$ cat src/rtl/seq_compare_pkg.sv
// seq_compare shared definitions: FSM state codes, result codes
// and the cascade resolution helper.
package seq_compare_pkg;

    localparam logic [1:0] S_IDLE = 2'd0;
    localparam logic [1:0] S_RUN  = 2'd1;
    localparam logic [1:0] S_DONE = 2'd2;

    localparam logic [2:0] RES_GT = 3'b100;
    localparam logic [2:0] RES_LT = 3'b010;
    localparam logic [2:0] RES_EQ = 3'b001;

    // Only the two one-hot ordering codes pass through; anything else means equal.
    function automatic logic [2:0] resolve_cascade(input logic [2:0] c);
        logic [2:0] r;
        case (c)
            RES_GT:  r = RES_GT;
            RES_LT:  r = RES_LT;
            default: r = RES_EQ;
        endcase
        return r;
    endfunction

endpackage

$ cat src/rtl/seq_compare_digit.sv
// compare_digit: combinational DIGIT-bit unsigned magnitude compare.
// Exactly one of gt/lt/eq is high.
module compare_digit #(
    parameter int DIGIT = 4
) (
    input  logic [DIGIT-1:0] iA,
    input  logic [DIGIT-1:0] iB,
    output logic             oGt,
    output logic             oLt,
    output logic             oEq
);

    assign oGt = (iA > iB);
    assign oLt = (iA < iB);
    assign oEq = (iA == iB);

endmodule

$ cat src/rtl/seq_compare.sv
// seq_compare: multi-cycle MSB-first magnitude comparator, one digit per cycle.
// Optional SEQ_CMP_SIGNED_EN adds iSigned for two's-complement ordering.
module seq_compare
    import seq_compare_pkg::*;
#(
    parameter int WIDTH = 16,
    parameter int DIGIT = 4
) (
    input  logic             iClk,
    input  logic             iRst_n,
    input  logic             iStart,
    input  logic [WIDTH-1:0] iData_a,
    input  logic [WIDTH-1:0] iData_b,
    input  logic [2:0]       iData,
`ifdef SEQ_CMP_SIGNED_EN
    input  logic             iSigned,
`endif
    output logic             oBusy,
    output logic             oDone,
    output logic [2:0]       oData
);

    localparam int N  = WIDTH / DIGIT;
    localparam int CW = (N > 1) ? $clog2(N) : 1;
    localparam logic [WIDTH-1:0] MSB_MASK = WIDTH'(1) << (WIDTH - 1);

    logic [1:0]       r_state;
    logic [WIDTH-1:0] r_a;
    logic [WIDTH-1:0] r_b;
    logic [2:0]       r_casc;
    logic [CW-1:0]    r_cnt;
    logic [2:0]       r_data;

    logic             w_flip;
    logic [WIDTH-1:0] w_cap_a;
    logic [WIDTH-1:0] w_cap_b;
    logic [DIGIT-1:0] w_da;
    logic [DIGIT-1:0] w_db;
    logic             w_gt;
    logic             w_lt;
    logic             w_eq;

`ifdef SEQ_CMP_SIGNED_EN
    assign w_flip = iSigned;
`else
    assign w_flip = 1'b0;
`endif

    // Inverting the sign bit maps two's-complement order onto unsigned order.
    assign w_cap_a = w_flip ? (iData_a ^ MSB_MASK) : iData_a;
    assign w_cap_b = w_flip ? (iData_b ^ MSB_MASK) : iData_b;

    assign w_da = r_a[int'(r_cnt) * DIGIT +: DIGIT];
    assign w_db = r_b[int'(r_cnt) * DIGIT +: DIGIT];

    compare_digit #(
        .DIGIT (DIGIT)
    ) u_digit (
        .iA  (w_da),
        .iB  (w_db),
        .oGt (w_gt),
        .oLt (w_lt),
        .oEq (w_eq)
    );

    always_ff @(posedge iClk or negedge iRst_n) begin
        if (!iRst_n) begin
            r_state <= S_IDLE;
            r_a     <= '0;
            r_b     <= '0;
            r_casc  <= '0;
            r_cnt   <= '0;
            r_data  <= '0;
        end else begin
            case (r_state)
                S_IDLE: begin
                    if (iStart) begin
                        r_a     <= w_cap_a;
                        r_b     <= w_cap_b;
                        r_casc  <= iData;
                        r_cnt   <= CW'(N - 1);
                        r_state <= S_RUN;
                    end
                end
                S_RUN: begin
                    unique case (1'b1)
                        w_gt: begin
                            r_data  <= RES_GT;
                            r_state <= S_DONE;
                        end
                        w_lt: begin
                            r_data  <= RES_LT;
                            r_state <= S_DONE;
                        end
                        w_eq: begin
                            if (r_cnt == '0) begin
                                r_data  <= resolve_cascade(r_casc);
                                r_state <= S_DONE;
                            end else begin
                                r_cnt <= r_cnt - 1'b1;
                            end
                        end
                        default: r_state <= S_IDLE;
                    endcase
                end
                S_DONE:  r_state <= S_IDLE;
                default: r_state <= S_IDLE;
            endcase
        end
    end

    assign oBusy = (r_state == S_RUN);
    assign oDone = (r_state == S_DONE);
    assign oData = r_data;

endmodule

$ cat config.mk
export PLATFORM = sky130hd
export DESIGN_NAME = seq_compare
export DESIGN_NICKNAME = d
export VERILOG_FILES = /design/src/rtl/seq_compare_pkg.sv /design/src/rtl/seq_compare_digit.sv /design/src/rtl/seq_compare.sv
export SDC_FILE = /design/constraint.sdc
export NUM_CORES = 1
export LEC_CHECK = 0
export CAP_MARGIN = 10
export CORE_ASPECT_RATIO = 0.75
export CORE_MARGIN = 5
export CORE_UTILIZATION = 45
export CTS_CLUSTER_DIAMETER = 60
export DETAILED_ROUTE_END_ITERATION = 8
export PLACE_DENSITY = 0.75
export SLEW_MARGIN = 20
export SYNTH_ARGS = -nofsm -noshare
export SYNTH_HDL_FRONTEND = slang
export SYNTH_SLANG_ARGS = --single-unit
$ cat constraint.sdc
create_clock -name iClk -period 2.3 [get_ports iClk]
set_clock_uncertainty 0.1 [all_clocks]
set_input_delay 0.23 -clock iClk [delete_from_list [all_inputs] [get_ports iClk]]
set_output_delay 0.23 -clock iClk [all_outputs]
set_load 0.02 [all_outputs]
==> flow_summary.json <==
{
  "status": "finished, final reports clean",
  "h-tree-depth": 2,
  "post-route-drc-count": 0,
  "ys_async_sr_fraction": 1.000,
  "fmax_mhz": 447.6,
  "overflow": 0,
  "synth-main-ff-cell": "dfrtp_1",
  "mappedNetlistArea_um2": 1944,
  "floorplan.die.height_um": 66.93,
  "tightest_slew_ps": 901.6,
  "p_leak_nw": 1.117,
  "setup_ws_ps": 65.97,
  "syn_nets": 177,
  "final_hold_viol_count": 0,
  "clkTransAtPathRegs_ps": 80,
  "cts_setup_buffers": 0,
  "synth_top_area_frac": 0.5405,
  "n_fill_cell": 313,
  "cp_slowest_cell": "mux4_2",
  "diodes": 0,
  "core_area_um2": 4104,
  "total_power_w": 0.003612,
  "ant_nets": 0,
  "fin_crit_ps": 2234,
  "start_util": 0.4738,
  "utilization": 0.6439,
  "wl_mm": 3.835,
  "grt_max_degree": 43,
  "synth_area_leaders": "dfrtp_1 (54%), mux2_2 (10%), mux2_1 (9.8%), mux4_2 (9.3%), ha_1 (3.2%)",
  "drive_above_1_share": 0.2623,
  "synth_edf_count": 0,
  "cp_cell_sequence": "buf_4 > mux4_2 > ha_1 > nand4_4 > o21ai_2 > buf_4 > nand2_1 > o31ai_1",
  "cts_tree": "built",
  "crit_family": "multiplexers",
  "grt_pass1_wl_mm": 6.334,
  "clockPowerShare": 0.192,
  "antenna_found_initial": 0,
  "gp_congestion": 0.7951,
  "cpPeakStageDelay_ps": 520,
  "num_io_pins": 43,
  "p_sw_w": 0.001167,
  "dieWidth_um": 85.90,
  "root_buffer": "clkbuf_8",
  "critPathMostFrequentCell": "buf_4",
  "ff_latch_area_um2": 1051,
  "slew_headroom": 0.3990,
  "synth_common_cells": "dfrtp_1 (42), mux2_2 (18), mux2_1 (17)",
  "yosysTopAreaCell": "dfrtp_1",
  "cts_buffers": 5,
  "synth-seq-cells": 42,
  "drt_iter0_markers": 59,
  "dp_slack_ps": 97.85,
  "drt-wirelength-per-cell_um": 16.11,
  "tns_ps": 0,
  "cp-start-kind": "flop",
  "ys_types": 25,
  "worstPathMaxFanout": 6,
  "area_delta_synth_final_pct": 35.91,
  "ctsLongestPathBuffers": 2,
  "switching_share": 0.3232,
  "vias": 1206,
  "grt.total_usage": 0.1449,
  "die_area_um2": 5749,
  "powerDensity_nw_per_um2": 1367,
  "firstDrtPassIters": 2,
  "nets": 225,
  "period_share": 0.9713,
  "num_rows": 20,
  "internal_power_w": 0.002445,
  "report.final.slew_viol_count": 0,
  "pwr-share-comb": 0.443,
  "synth_most_common_cell": "dfrtp_1",
  "end_kind": "flop",
  "worst_hold_path_type": "flop to flop",
  "crit_type": "flop to flop",
  "syn_inst": 134,
  "setup_viol_count_final": 0,
  "synth.yosys.seq_area_share": 0.5405,
  "grt_setup_unrepaired": "yes",
  "crit_buf_inv": 2,
  "vias_per_cell": 5.067,
  "seqPwrFrac": 0.365,
  "clock_sinks": 42,
  "avgSynthCellArea_um2": 14.51,
  "grt_pass1_vias": 1330,
  "dpl.hpwl_mm": 2.767,
  "critPathRequiredTime_ps": 2390,
  "clock_latency_ps": 300,
  "io_buffers": 42,
  "drv_cap": 0,
  "multiInputGateArea_um2": 879.6,
  "ir_drop_mv": 0.6716,
  "ys_warn_count": 0,
  "arrival_ps": 2330
}
[placed cells by master (no fill, tap or decap), drive strengths merged, types with 2 or more instances in the layout]
cell           count
clkbuf             5
dfrtp             42
nor2               5
a21oi              4
buf                5
mux4               8
nor3               4
clkdlybuf4s50     41
nand2b             2
bufinv             2
inv                9
o21ai              2
mux2              35
ha                 5
nand2              3
o31ai              2
[cell type report]
cell class / instances / share of cell area
inverters: 9 / 0.01278
multi-input cells: 77 / 0.3329
clock inverters: 3 / 0.02604
clock buffers: 5 / 0.02604
repair buffers: 47 / 0.1785
flip-flops and latches: 42 / 0.3977
well taps: 55 / 0.02604
[cells by family after synthesis]
logic type,Yosys count,synth area share
AND/OR/NAND/NOR,18,0.05405
flip-flops,42,0.5405
multiplexers,43,0.2954
AO/OA/AOI/OAI,10,0.03153
buffers and inverters,15,0.04182
adder cells (fa/ha/maj),5,0.03218
XOR/XNOR,1,0.004505
[layer usage]
metal / global-route usage / share of wire / vias up
met5: 0 / 0 / -
met4: 0.06324 / 0.013 / 0
met3: 0.04326 / 0.065 / 5
met2: 0.2240 / 0.47 / 36
met1: 0.1884 / 0.46 / 589
li1: - / - / 576
[flip-flops by register name (all words and copies together), names as in the netlist]
name,count
r_b,16
r_casc,3
r_state,2
r_a,16
r_cnt,2
oData,3
[final timing paths]
check                      slack, ps        end  startpoint  cells past startpoint
min                              390    r_a[13]     r_a[13]                      1
max reg2reg                       70   oData[2]    r_cnt[0]                      8
max in group asynchronous       1040     r_a[9]      iRst_n                      2
min in group asynchronous        500  r_casc[2]      iRst_n                      2
min reg2reg                      390    r_a[13]     r_a[13]                      1
max                               70   oData[2]    r_cnt[0]                      8
[power groups by stage]
stage	combinational [W]	sequential, W	clock (W)
2_1_floorplan	0.00102	0.00127	0
3_3_place_gp	0.00132	0.00132	0
5_1_grt	0.00174	0.00137	0.000750
6_report	0.00160	0.00132	0.000695
3_5_place_dp	0.00138	0.00134	0
4_1_cts	0.00139	0.00132	0.000708
[through the flow]
step,cell area [um^2],instances,hold slack [ps]
6_report,2643,238,386.1
5_1_grt,2643,238,413.5
4_1_cts,2577,238,391.3
3_5_place_dp,2430,229,308.3
3_3_place_gp,2430,229,289.8
2_1_floorplan,1944,134,-165.6
[repair_timing]
action	in CTS	in global routing
endpoints found under the setup margin	0	5
hold buffers	1	0
gates resized for setup	0	8
hold endpoints to repair	42	0
Note: power is estimated with default switching activity, not from simulation.
